### src/rtl/regfile_dump_reader.sv
// Register-file dump reader: walks FIRST_REG..LAST_REG on a spare read port and
// streams each snapshotted word (optionally preceded by an address header) as bytes.
module regfile_dump_reader #(
  parameter int FIRST_REG = 0,
  parameter int LAST_REG  = 31,
  parameter int HEADER_EN = 1
) (
  input  logic        clk,
  input  logic        rst_n,
  input  logic        start_i,
  input  logic        abort_i,
  output logic [4:0]  rd_addr_o,
  input  logic [31:0] rd_data_i,
  output logic [7:0]  tx_data_o,
  output logic        tx_valid_o,
  input  logic        tx_ready_i,
  output logic        busy_o,
  output logic        done_o
);

  typedef enum logic [2:0] {S_IDLE, S_CAPTURE, S_HDR, S_BYTE, S_DONE} state_t;

  state_t      r_state;
  logic [31:0] r_word;
  logic [1:0]  r_cnt;
  logic        r_abort_pend;
  logic [4:0]  r_rd_addr;
  logic [7:0]  r_tx_data;
  logic        r_tx_valid;
  logic        r_busy;
  logic        r_done;

  logic        w_xfer;
  logic        w_abort;

  assign w_xfer  = r_tx_valid && tx_ready_i;
  // An abort seen on the same edge as a transfer still lets that byte finish.
  assign w_abort = abort_i || r_abort_pend;

  function automatic logic [7:0] sel_byte(input logic [31:0] word, input logic [1:0] idx);
    logic [7:0] b;
    unique case (idx)
      2'd0:    b = word[31:24];
      2'd1:    b = word[23:16];
      2'd2:    b = word[15:8];
      default: b = word[7:0];
    endcase
    return b;
  endfunction

  always_ff @(posedge clk) begin
    if (!rst_n) begin
      r_state      <= S_IDLE;
      r_word       <= '0;
      r_cnt        <= '0;
      r_abort_pend <= 1'b0;
      r_rd_addr    <= '0;
      r_tx_data    <= '0;
      r_tx_valid   <= 1'b0;
      r_busy       <= 1'b0;
      r_done       <= 1'b0;
    end else begin
      r_done <= 1'b0;
      unique case (r_state)
        S_IDLE: begin
          if (start_i) begin
            r_state   <= S_CAPTURE;
            r_rd_addr <= 5'(FIRST_REG);
            r_busy    <= 1'b1;
          end
        end
        S_CAPTURE: begin
          if (abort_i) begin
            r_state      <= S_IDLE;
            r_busy       <= 1'b0;
            r_abort_pend <= 1'b0;
          end else begin
            r_word     <= rd_data_i;
            r_cnt      <= 2'd0;
            r_tx_valid <= 1'b1;
            if (HEADER_EN != 0) begin
              r_state   <= S_HDR;
              r_tx_data <= {3'b000, r_rd_addr};
            end else begin
              r_state   <= S_BYTE;
              r_tx_data <= rd_data_i[31:24];
            end
          end
        end
        S_HDR: begin
          if (abort_i) r_abort_pend <= 1'b1;
          if (w_xfer) begin
            if (w_abort) begin
              r_state      <= S_IDLE;
              r_tx_valid   <= 1'b0;
              r_busy       <= 1'b0;
              r_abort_pend <= 1'b0;
            end else begin
              r_state   <= S_BYTE;
              r_cnt     <= 2'd0;
              r_tx_data <= r_word[31:24];
            end
          end
        end
        S_BYTE: begin
          if (abort_i) r_abort_pend <= 1'b1;
          if (w_xfer) begin
            if (w_abort) begin
              r_state      <= S_IDLE;
              r_tx_valid   <= 1'b0;
              r_busy       <= 1'b0;
              r_abort_pend <= 1'b0;
            end else if (r_cnt == 2'd3) begin
              r_tx_valid <= 1'b0;
              if (r_rd_addr == 5'(LAST_REG)) begin
                r_state <= S_DONE;
                r_busy  <= 1'b0;
                r_done  <= 1'b1;
              end else begin
                r_state   <= S_CAPTURE;
                r_rd_addr <= r_rd_addr + 5'd1;
              end
            end else begin
              r_cnt     <= r_cnt + 2'd1;
              r_tx_data <= sel_byte(r_word, r_cnt + 2'd1);
            end
          end
        end
        S_DONE: begin
          r_state <= S_IDLE;
        end
        default: begin
          r_state <= S_IDLE;
        end
      endcase
    end
  end

  assign rd_addr_o  = r_rd_addr;
  assign tx_data_o  = r_tx_data;
  assign tx_valid_o = r_tx_valid;
  assign busy_o     = r_busy;
  assign done_o     = r_done;

endmodule

### config.mk
export PLATFORM = sky130hd
export DESIGN_NAME = regfile_dump_reader
export DESIGN_NICKNAME = d
export VERILOG_FILES = /design/src/rtl/regfile_dump_reader.sv
export SDC_FILE = /design/constraint.sdc
export NUM_CORES = 1
export LEC_CHECK = 0
export ABC_AREA = 0
export BUFFER_PORTS_ARGS = -buffer_cell sky130_fd_sc_hd__buf_4
export CAP_MARGIN = 20
export CORE_ASPECT_RATIO = 0.8
export CORE_MARGIN = 4
export CORE_UTILIZATION = 23
export DETAILED_ROUTE_END_ITERATION = 8
export SETUP_SLACK_MARGIN = 0.2
export SYNTH_ARGS = -nofsm -noshare
export SYNTH_HDL_FRONTEND = slang
export SYNTH_SLANG_ARGS = --single-unit
export TNS_END_PERCENT = 5
### constraint.sdc
create_clock -name clk -period 2.3 [get_ports clk]
set_input_delay 0 -clock clk [delete_from_list [all_inputs] [get_ports clk]]
set_output_delay 0 -clock clk [all_outputs]
set_load 0.02 [all_outputs]
After elaboration in Yosys (flattened, before gate mapping)
Index checks and enable logic that the tools add are counted.
{ "op_classes": {"n_addsub": 2, "n_mul": 0, "div": 0, "n_lt_le_gt_ge": 0, "n_eq_ne": 20, "shifts": 0, "mux": 49, "bitwise_logic": 5, "n_reduce_logical": 17} }
{ "op_table": {"columns": ["operator", "n"], "rows": [
  ["8-bit two-way mux", 6],
  ["8-bit case mux with 3 select lines", 2],
  ["5-bit two-way mux", 5],
  ["2-bit inequality test (second input constant)", 11],
  ["3-bit two-way mux", 6],
  ["1-bit two-way mux", 16],
  ["2-bit two-way mux", 8],
  ["3-bit case mux with 4 select lines", 1],
  ["6-bit AND reduction", 2],
  ["5-bit case mux with 2 select lines", 1],
  ["8-bit AND reduction", 1],
  ["7-bit AND reduction", 1],
  ["3-bit by 2-bit == test with 1-bit output (second input constant)", 2],
  ["3-bit inequality test (second input constant)", 2],
  ["2-bit case mux with 3 select lines", 1],
  ["5-bit by 1-bit adder with 5-bit output (second input constant)", 1],
  ["5-bit == test (second input constant)", 1],
  ["1-bit inverter", 5],
  ["5-bit OR reduction", 1],
  ["2-bit == test (second input constant)", 2],
  ["1-bit case mux with 4 select lines", 1],
  ["2-bit AND reduction", 2],
  ["4-bit AND reduction", 1],
  ["2-bit nonzero test", 2],
  ["other kinds (12)", 12]
]} }
{ "totals": {"register_bits": 54, "latch_bits": 0, "ramBits": 0, "rom_bits": 0, "inputBits": 37, "mem_count": 0} }

Depth between registers and ports, before layout
Gate-level depths: netlist (run 1).
{ "logic_depth": {"word_depth": 7, "depth_mapped": 7, "mapped_depth_nobuf": 6} }

Worst setup path before layout (run 1)
Ideal clock, no wire load.
{ "synth_path": {"path_type": "register to register", "from": "reg r_rd_addr[0] (netlist: rd_addr_o[0])", "to": "reg r_rd_addr[0] (netlist: rd_addr_o[0])", "arrival_time_ns": 1.793, "t_required_ns": 2.177, "slack_ns": 0.384, "path_stages_with_launch": 8, "period_less_slack_ns": 1.916, "cell_sequence": "dfxtp_1 -> ha_1 -> and3_1 -> ha_1 -> o22a_1 -> or3_1 -> clkbuf_1 -> mux2i_1"} }
{ "synth_via": {"elab_chain_len": 6} }
{ "synth_rtl": {"columns": ["element", "line_no", "text"], "rows": [
  ["start: declaration", "27", "logic [4:0] r_rd_addr;"],
  ["start signal: assignment", "68", "r_rd_addr <= 5'(FIRST_REG);"],
  ["start signal: assignment", "121", "r_rd_addr <= r_rd_addr + 5'd1;"],
  ["5-bit by 1-bit adder with 5-bit output", "121", null],
  ["5-bit two-way mux", "115", "if (r_rd_addr == 5'(LAST_REG)) begin"],
  ["5-bit two-way mux", "113", "end else if (r_cnt == 2'd3) begin"],
  ["5-bit two-way mux", "108", "if (w_abort) begin"],
  ["5-bit two-way mux", "107", "if (w_xfer) begin"],
  ["5-bit case mux with 2 select lines", "64", "unique case (r_state)"]
]} }
Several ways; a longest one is shown, not always the timed one. The select of a mux whose other input is x is not followed.
A chain may end at the register's enable or synchronous reset.

Final worst setup path (run 1)
{ "layout_path": {"from": "reg r_cnt[0]", "to": "reg r_tx_data[6] (netlist: tx_data_o[6])"} }
{ "layout_via": {"elab_chain_len": 7} }
{ "layout_rtl": {"columns": ["element", "line_no", "text"], "rows": [
  ["start: declaration", "25", "logic [1:0] r_cnt;"],
  ["start signal: assignment", "124", "r_cnt <= r_cnt + 2'd1;"],
  ["2-bit by 1-bit adder with 2-bit output", "125", "r_tx_data <= sel_byte(r_word, r_cnt + 2'd1);"],
  ["2-bit == test (tied with other cells)", "42", "unique case (idx)"],
  ["8-bit case mux with 3 select lines", "42", null],
  ["8-bit two-way mux", "113", null],
  ["8-bit two-way mux", "108", null],
  ["8-bit two-way mux", "107", null],
  ["8-bit case mux with 3 select lines", "64", null],
  ["end signal: assignment", "83", "r_tx_data <= {3'b000, r_rd_addr};"],
  ["end signal: assignment", "101", "r_tx_data <= r_word[31:24];"],
  ["end signal: assignment", "125", null],
  ["end: declaration", "28", "logic [7:0] r_tx_data;"]
]} }
Several ways; a longest one is shown, not always the timed one. The select of a mux whose other input is x is not followed.

==> results of run 1 <==
[worst max-delay path: cells and delay by family, from the launching register on]
kind / cells / cell delay [ns]
AOI/OAI and AO/OA: 4 / 0.97
adders and majority gates: 1 / 0.29
buffers and inverters: 1 / 0.24
DFF: 1 / 0.37
[power groups by stage]
stage                     sequential, mW  combinational [mW]  clock [mW]
after floorplan                     1.02               0.184           0
after global placement              1.02               0.301           0
after detailed placement            1.02               0.304           0
after CTS                          0.999               0.348       0.906
after global routing                1.00               0.382       0.936
final                               1.00               0.348       0.878
[final cells by class]
| type | instances | area, um2 |
|---|---|---|
| fillers | 1211 | 7750 |
| multi-input cells | 234 | 1480 |
| flip-flops and latches | 54 | 1080 |
| repair buffers | 92 | 771 |
| well taps | 148 | 185 |
| clock buffers | 5 | 125 |
| clock inverters | 3 | 47.5 |
| inverters | 9 | 33.8 |
[logic make-up (layout without fill, tap and decap cells)]
family	Yosys count	count (layout)	synth area share (%)
multiplexers	10	10	3.72
AO/OA/AOI/OAI	86	86	25.6
adder cells (fa/ha/maj)	7	7	3.25
flip-flops	54	54	40.1
AND/OR/NAND/NOR	131	131	21.9
buffers and inverters	35	109	5.39
[repair_timing]
item	in CTS	in global routing
endpoints found under the hold margin	32	0
setup buffers	0	0
hold buffers	32	0
[state kept, by name (all words and copies together), names as in the netlist]
| name | flops |
|---|---|
| tx_valid_o | 1 |
| r_word | 32 |
| r_abort_pend | 1 |
| r_state | 3 |
| r_cnt | 2 |
| tx_data_o | 8 |
| done_o | 1 |
| rd_addr_o | 5 |
| busy_o | 1 |
[routing by layer]
metal  GRT usage [%]  part of all wire (%)  vias up
met5               0                     0        -
met4            2.32                   1.0        0
met3            2.81                   4.8        8
met2            17.7                    47       75
met1            15.8                    48     1139
li1                -                     -     1273
[worst max-delay path by stage]
stage	startpoint	end	slack [ns]	cells past startpoint
3_5_place_dp	r_cnt[0]$_SDFFE_PN0P_	tx_data_o[0]$_SDFFE_PN0P_	0.36	5
2_1_floorplan	rd_addr_o[0]$_SDFFE_PN0P_	rd_addr_o[0]$_SDFFE_PN0P_	0.38	7
5_1_grt	r_cnt[0]$_SDFFE_PN0P_	tx_data_o[6]$_SDFFE_PN0P_	0.21	6
6_report	r_cnt[0]$_SDFFE_PN0P_	tx_data_o[6]$_SDFFE_PN0P_	0.36	6
3_3_place_gp	r_cnt[0]$_SDFFE_PN0P_	tx_data_o[6]$_SDFFE_PN0P_	0.44	6
4_1_cts	rd_addr_o[0]$_SDFFE_PN0P_	rd_addr_o[2]$_SDFFE_PN0P_	0.37	6
[cell usage after synthesis (2+ instances only)]
library cell / count
a211oi_1: 4
a21boi_0: 29
a21boi_1: 5
a21o_1: 2
a21oi_1: 13
a222oi_1: 7
a22oi_1: 3
buf_2: 5
clkbuf_1: 19
dfxtp_1: 54
ha_1: 7
inv_1: 9
mux2i_1: 10
nand2_1: 77
nand2b_1: 5
nand3_1: 3
nand4_1: 2
nand4b_1: 3
nor2_1: 24
nor2b_1: 3
nor3_1: 2
nor4_1: 2
nor4b_1: 2
o21ai_0: 3
o21ai_1: 2
o31a_1: 2
o32ai_2: 5
or3_1: 3
==> flow_summary_export.csv, run 1 <==
group,metric,value,unit
worst_setup_path,crit_arrival,2.16,ns
drt,drt_pass1_iterations,5,
placement,gp_congestion,0.822,
worst_setup_path,crit_path_start_kind,"register",
synth,syn_avg_cell_area,8.34,um2
finish,fin_nets,440,
clocking,cts_tree,"yes",
worst_setup_path,path_cells,"ha_1 -> a211oi_1 -> a2bb2oi_4 -> buf_4 -> o21ai_1 -> a21oi_1",
sta,hold_viol,0,
floorplan,dieWidth,129,um
clocking,cts.repair.resized,0,
synth,synth_area_leader_cell,"dfxtp_1",
worst_setup_path,reg2reg_slack,0.36,ns
sta,timing.final.crit_period,1.94,ns
flow_run,cap_violations,0,
worst_setup_path,required,2.52,ns
floorplan,fp-row-count,35,
floorplan,ioPinCount,53,
power,power.density,598,nW/um2
placement,placedInstanceArea,3230,um2
sta,hold_slack,0.0341,ns
sta,rsz0062_at_grt,"false",
finish,diodes,0,
floorplan,die_area,13500,um2
clocking,cts.htree.levels,2,
finish,mostFrequentLayoutCells,"77 x nand2_1, 60 x buf_4, 54 x dfxtp_1",
worst_setup_path,timing.critical_path.slowest_cell_delay,0.47,ns
drt,routed_wl,7.46,mm
global_routing,grt.total_usage,11.3,%
synth,synth_edf_count,0,
synth,netlist_instances,323,
drt,avgRoutedWirePerCell,13.7,um
clocking,root_buffer,"clkbuf_16",
worst_setup_path,reg2regPathDepth,6,
synth,synth_top_area_share,40.1,%
floorplan,start_util,23.5,%
synth,netlist_area,2690,um2
placement,dp_cells,505,
global_routing,grt_pass1_vias,2533,
sta,finalSetupTns,0,ns
power,ir_drop,0.328,mV
power,intPower,1.66,mW
min_path,worstHoldPathType,"in2reg",
floorplan,core,11500,um2
placement,hpwl,5.37,mm
synth,synth-warning-count,0,
sta,setup_ws,0.364,ns
sta,tightest_slew,0.500,ns
min_path,hold_path.startpoint,"rd_data_i[16]",
drt,drc,0,
power,power,2.23,mW
clocking,clk_pin_slew,0.07,ns
drt,vias,2495,
sta,fin_crit_sh,84.2,%
synth,yosysSeqAreaShare,40.1,%
clocking,cts_buffers,5,
synth,synthTopCellsByArea,"dfxtp_1 40%, nand2_1 11%, a21boi_0 8.1%",
sta,slew_viol_final,0,
run_status,status,"complete, no violations",
worst_setup_path,slowest_stage,"a211oi_1",
sta,max_clock_freq,517,MHz
global_routing,grt_start_max_net_pins,56,
worst_setup_path,cp_max_fo,8,
global_routing,grt_pass1_wl,12.5,mm
synth,synth_ff_type,"dfxtp_1",
power,p_seq_share,44.9,%
floorplan,die_h,105,um
placement,io_buffers,52,
clocking,clock_path_buffers,2,
min_path,hold_depth,3,
finish,drive_gt1_share,19.4,%
worst_setup_path,crit_type,"reg2reg",
synth,netlist-cell-type-count,46,
clocking,cts.sinks,54,
power,clockPowerShare,39.4,%
worst_setup_path,r2r-end,"tx_data_o[6]$_SDFFE_PN0P_",
sta,slew_headroom,66.2,%
placement,dp_slack,0.364,ns
synth,synth-seq-cells,54,
global_routing,grt_overflow,0,
finish,layout-area-overhead-vs-synth,38.1,%
power,p_leak,1.39,nW
worst_setup_path,r2r_start,"r_cnt[0]$_SDFFE_PN0P_",
clocking,clk_latency,0.29,ns
global_routing,antenna_found_initial,0,
sta,clock_skew,0.00791,ns
power,netSwitchingPower,0.563,mW
power,sw_frac_of_total,25.3,%
sta,setup_viol,0,
synth,synth-async-reset-ratio,0,%
min_path,hold_end,"r_word[16]$_SDFFE_PN0P_",
worst_setup_path,worstSetupEndpointType,"register",
finish,utilization,32.4,%
finish,final_cell_area,3720,um2
power,combPwrFrac,15.6,%
drt,first_iter_violations,182,
drt,via_per_inst,4.58,
drt,antenna_left,0,
finish,final_common_cell,"nand2_1",
finish,stdcell_count,545,
synth,synth_nets,367,
(Power assumes the default switching activity.)
==> inputs of run 2 (changes only) <==
clock period = 1.97 ns   (was 2.3 ns; I/O delays follow)
==> run 2 against run 1 <==
The flow now finishes with violations (negative hold slack). Maximum frequency increased by 9.6%. Sequential power increased by 17%. Clock skew decreased by 0.0038 ns. Worst setup slack got worse by 0.16 ns. Combinational power increased by 21%. Critical path depth unchanged. Cell count unchanged. Clock power increased by 2.7%. Power increased by 12%. Count of clock-buffer cells in the layout increased by 2. First-iteration DRC count increased by 1.6%. Flip-flop and latch count unchanged. Highest routed layer unchanged.
==> flow_summary_export.csv, run 2 (synthesis gave the netlist of run 1 again) <==
group,metric,value,unit
min_path,worstHoldPathType,"in2reg",
floorplan,core,11500,um2
worst_setup_path,r2r_start,"rd_addr_o[0]$_SDFFE_PN0P_",
clocking,cts.sinks,54,
clocking,cts_buffers,5,
sta,slew_viol_final,0,
finish,fin_nets,440,
finish,final_cell_area,3760,um2
clocking,root_buffer,"clkbuf_16",
global_routing,grt_start_max_net_pins,56,
worst_setup_path,worstSetupEndpointType,"register",
run_status,status,"finished, violations left",
sta,hold_slack,-0.000747,ns
drt,avgRoutedWirePerCell,14.1,um
finish,utilization,32.7,%
worst_setup_path,reg2reg_slack,0.20,ns
floorplan,die_area,13500,um2
worst_setup_path,crit_arrival,1.95,ns
drt,via_per_inst,4.74,
sta,tightest_slew,0.514,ns
placement,io_buffers,52,
sta,fin_crit_sh,89.7,%
worst_setup_path,reg2regPathDepth,6,
drt,drc,0,
drt,vias,2582,
global_routing,grt_pass1_wl,13.1,mm
global_routing,grt_overflow,0,
finish,regMostFlops,"r_word",
floorplan,fp-row-count,35,
run_status,violations,"negative hold slack",
sta,hold_viol,1,
finish,largest_reg_flops,32,
worst_setup_path,r2r-end,"rd_addr_o[1]$_SDFFE_PN0P_",
drt,m1WireLength,3.52,mm
drt,drt_pass1_iterations,6,
placement,hpwl,5.37,mm
drt,routed_wl,7.66,mm
drt,antenna_left,0,
placement,gp_congestion,0.781,
clocking,clock_path_buffers,2,
worst_setup_path,cp_max_fo,6,
sta,max_clock_freq,566,MHz
clocking,clk_latency,0.29,ns
flow_run,cap_violations,0,
worst_setup_path,timing.critical_path.slowest_cell_delay,0.38,ns
sta,clock_skew,0.00409,ns
clocking,cts_tree,"yes",
finish,mostFrequentLayoutCells,"77 x nand2_1, 60 x buf_4, 51 x dfxtp_1",
finish,fillerInstances,1203,
min_path,hold_end,"r_word[31]$_SDFFE_PN0P_",
min_path,hold_depth,3,
clocking,clk_pin_slew,0.07,ns
floorplan,dieWidth,129,um
placement,dp_cells,506,
sta,rsz0062_at_grt,"true",
worst_setup_path,required,2.15,ns
clocking,cts.htree.levels,2,
finish,final_common_cell,"nand2_1",
placement,placedInstanceArea,3250,um2
min_path,hold_path.startpoint,"rd_data_i[31]",
drt,topRoutingLayerUsed,"met4",
worst_setup_path,crit_type,"reg2reg",
drt,first_iter_violations,185,
worst_setup_path,crit_path_start_kind,"register",
drt,dr_wl_met3,317,um
finish,layout-area-overhead-vs-synth,39.4,%
floorplan,start_util,23.5,%
global_routing,grt_pass1_vias,2624,
sta,setup_viol,0,
drt,met2_length,3.64,mm
sta,timing.final.crit_period,1.77,ns
global_routing,antenna_found_initial,0,
power,p_leak,1.38,nW
power,power.density,663,nW/um2
worst_setup_path,slowest_stage,"or3_4",
finish,drive_gt1_share,22.2,%
sta,slew_headroom,65.8,%
sta,finalSetupTns,0,ns
finish,stdcell_count,545,
global_routing,grt.total_usage,12.0,%
floorplan,ioPinCount,53,
finish,diodes,0,
floorplan,die_h,105,um
worst_setup_path,path_cells,"ha_4 -> and3_1 -> ha_2 -> o22a_1 -> or3_4 -> mux2i_1",
power,ir_drop,0.329,mV
==> run 2: cell type report <==
type	count	area [um2]	share of cell area, %
Inverter	9	33.8	0.899
Tap cell	148	185	4.93
Clock buffer	7	143	3.80
Multi-Input combinational cell	234	1520	40.5
Sequential cell	54	1090	28.9
Timing Repair Buffer	92	782	20.8
Clock inverter	1	5.00	0.133
==> run 2: worst max-delay path by stage <==
stage / startpoint / end / slack, ns / cells after the start
after floorplan: rd_addr_o[1]$_SDFFE_PN0P_ / rd_addr_o[1]$_SDFFE_PN0P_ / 0.21 / 7
after global placement: r_cnt[0]$_SDFFE_PN0P_ / tx_data_o[1]$_SDFFE_PN0P_ / 0.12 / 5
after detailed placement: r_cnt[0]$_SDFFE_PN0P_ / tx_data_o[2]$_SDFFE_PN0P_ / -0.03 / 5
after CTS: r_cnt[0]$_SDFFE_PN0P_ / r_cnt[1]$_SDFFE_PN0P_ / 0.19 / 6
after global routing: rd_addr_o[1]$_SDFFE_PN0P_ / rd_addr_o[1]$_SDFFE_PN0P_ / 0.14 / 6
final: rd_addr_o[0]$_SDFFE_PN0P_ / rd_addr_o[1]$_SDFFE_PN0P_ / 0.20 / 6
==> run 2: critical path: cells and delay by family (launching register included) <==
family | cells | cell delay (ns)
AND/OR/NAND/NOR | 2 | 0.55
AO/OA/AOI/OAI | 1 | 0.25
multiplexers | 1 | 0.13
flip-flops | 1 | 0.37
adder cells (fa/ha/maj) | 2 | 0.35
==> run 2: what timing repair did <==
| action | in CTS | in global routing |
|---|---|---|
| resized for setup | 2 | 9 |
| buffers inserted | 1 | 0 |
| setup endpoints to repair | 12 | 46 |
| hold endpoints to repair | 30 | 0 |
| pin swaps | 1 | 5 |
| hold buffers | 30 | 0 |
==> run 2: metrics by stage <==
| stage | setup WS (ns) | total power [mW] | hold WS [ns] |
|---|---|---|---|
| 6_report | 0.203 | 2.49 | -0.000747 |
| 5_1_grt | 0.142 | 2.62 | 0.0273 |
| 4_1_cts | 0.185 | 2.51 | 0.00242 |
| 3_5_place_dp | -0.0328 | 1.55 | 0.255 |
| 3_3_place_gp | 0.121 | 1.55 | 0.254 |
| 2_1_floorplan | 0.215 | 1.41 | 0.135 |
==> run 2: power breakdown <==
group | internal [mW] | switching [mW]
Sequential | 1.13 | 0.0359
Clock | 0.505 | 0.396
Combinational | 0.214 | 0.206
==> run 2: routing by layer <==
| metal | GRT usage [%] | vias to the layer above |
|---|---|---|
| li1 | - | 1283 |
| met1 | 15.6 | 1226 |
| met2 | 19.5 | 59 |
| met3 | 2.55 | 14 |
| met4 | 4.42 | 0 |
| met5 | 0 | - |
==> inputs of run 3 (changes only) <==
CELL_PAD_IN_SITES_DETAIL_PLACEMENT = 1   (was not set)
CELL_PAD_IN_SITES_GLOBAL_PLACEMENT = 1   (was not set)
PLACE_DENSITY_LB_ADDON = 0.1   (was not set)
clock period = 2 ns   (was 1.97 ns; I/O delays follow)
==> run 3 against run 2 <==
The flow now finishes without violations. Count of clock-buffer cells in the layout decreased by 2. Maximum frequency decreased by 1.6%. Sequential share of layout area is 0.84 points lower. First-iteration DRC count is 40% lower. Cell area up 3.0%. Largest cell class unchanged.
==> flow_summary_export.csv, run 3 (synthesis gave the netlist of run 1 again) <==
group,metric,value,unit
drt,first_iter_violations,111,
sta,slew_viol_final,0,
finish,largest_reg_flops,32,
floorplan,core,11500,um2
floorplan,ioPinCount,53,
worst_setup_path,worstSetupEndpointType,"register",
power,p_seq_share,44.6,%
clocking,cts.htree.levels,2,
power,power.density,668,nW/um2
sta,rsz0062_at_grt,"true",
power,ir_drop,0.291,mV
worst_setup_path,crit_family,"simple AND/OR/NAND/NOR gates",
clocking,cts_tree,"yes",
sta,timing.final.crit_period,1.80,ns
power,combPwrFrac,17.2,%
drt,drt_pass1_iterations,5,
worst_setup_path,cp_max_fo,5,
clocking,clk_latency,0.30,ns
power,intPower,1.93,mW
floorplan,fp-row-count,35,
clocking,clk_pin_slew,0.07,ns
drt,drc,0,
sta,hold_viol,0,
sta,setup_viol,0,
sta,slew_headroom,65.1,%
clocking,clock_path_buffers,2,
global_routing,grt_pass1_wl,14.9,mm
drt,antenna_left,0,
worst_setup_path,crit_arrival,1.98,ns
finish,final_common_cell,"nand2_1",
worst_setup_path,required,2.19,ns
clocking,cts_buffers,5,
power,clockPowerShare,38.2,%
drt,via_per_inst,4.71,
finish,mostFrequentLayoutCells,"77 x nand2_1, 67 x buf_4, 51 x dfxtp_1",
sta,max_clock_freq,557,MHz
sta,clock_skew,0.00390,ns
placement,hpwl,6.50,mm
drt,avgRoutedWirePerCell,16.2,um
worst_setup_path,slowest_stage,"or3_4",
floorplan,die_area,13500,um2
clocking,cts.sinks,54,
global_routing,grt_pass1_vias,2762,
finish,layout-area-overhead-vs-synth,43.6,%
placement,dp_cells,510,
clocking,root_buffer,"clkbuf_16",
power,sw_frac_of_total,25.4,%
global_routing,grt_overflow,0,
worst_setup_path,crit_path_start_kind,"register",
sta,finalSetupTns,0,ns
placement,io_buffers,52,
floorplan,dieWidth,129,um
worst_setup_path,path_cells,"ha_4 -> and3_4 -> ha_4 -> o22a_4 -> or3_4 -> mux2i_1",
sta,fin_crit_sh,89.8,%
global_routing,grt_start_max_net_pins,36,
finish,regMostFlops,"r_word",
finish,fin_nets,450,
global_routing,grt.total_usage,14.0,%
global_routing,antenna_found_initial,0,
worst_setup_path,cpMostUsedCell,"ha_4",
flow_run,cap_violations,0,
floorplan,die_h,105,um
run_status,status,"complete, no violations",
sta,hold_slack,0.126,ns
finish,stdcell_count,555,
worst_setup_path,crit_type,"reg2reg",
worst_setup_path,crit_buf_inv,0,
drt,vias,2612,
worst_setup_path,timing.critical_path.slowest_cell_delay,0.42,ns
finish,drive_gt1_share,24.3,%
sta,tightest_slew,0.523,ns
finish,diodes,0,
floorplan,start_util,23.5,%
power,p_leak,1.43,nW
min_path,worstHoldPathType,"in2reg",
drt,routed_wl,9.01,mm
power,netSwitchingPower,0.658,mW
placement,gp_congestion,0.755,
[run 3: stage by stage]
| step | power (mW) | area, um2 | util, % | setup WS, ns |
|---|---|---|---|---|
| CTS | 2.61 | 3780 | 33.0 | 0.116 |
| global route | 2.72 | 3870 | 33.7 | 0.144 |
| global placement | 1.55 | 3270 | 28.5 | 0.0830 |
| detailed placement | 1.55 | 3270 | 28.5 | 0.110 |
| finish | 2.59 | 3870 | 33.7 | 0.204 |
| floorplan | 1.39 | 2700 | - | 0.206 |
[run 3: final timing paths]
check	startpoint	to	slack, ns	depth (start not counted)
max	rd_addr_o[0]$_SDFFE_PN0P_	rd_addr_o[1]$_SDFFE_PN0P_	0.20	6
min	rst_n	r_state[0]$_SDFFE_PN0P_	0.13	2
max reg2reg	rd_addr_o[0]$_SDFFE_PN0P_	rd_addr_o[1]$_SDFFE_PN0P_	0.20	6
min reg2reg	r_word[18]$_SDFFE_PN0P_	r_word[18]$_SDFFE_PN0P_	0.47	2
[run 3: layout make-up]
class | instances | area (um2)
clock buffer | 5 | 125
clock inverter | 3 | 40.0
fill | 1354 | 7600
inverter | 9 | 33.8
multi-input combinational | 234 | 1540
sequential | 54 | 1090
tap | 148 | 185
timing repair buffer | 102 | 856
[run 3: metal layers]
layer	part of all wire, %	vias to the layer above	global-route usage, %
li1	-	1292	-
met1	53	1263	21.0
met5	0	-	0
met2	42	50	20.5
met3	3.3	7	2.66
met4	0.89	0	3.15
[run 3: power groups by stage]
stage / clock [mW] / sequential, mW / combinational, mW
2_1_floorplan: 0 / 1.18 / 0.212
3_3_place_gp: 0 / 1.18 / 0.374
3_5_place_dp: 0 / 1.18 / 0.378
4_1_cts: 1.02 / 1.15 / 0.435
5_1_grt: 1.07 / 1.16 / 0.498
6_report: 0.989 / 1.15 / 0.444
[run 3: what timing repair did]
action / in CTS / in global routing
pin swaps: 0 / 4
endpoints found under the hold margin: 33 / 0
buffers inserted: 2 / 2
hold buffers: 33 / 0
gates resized for setup: 0 / 15
setup endpoints to repair: 12 / 35
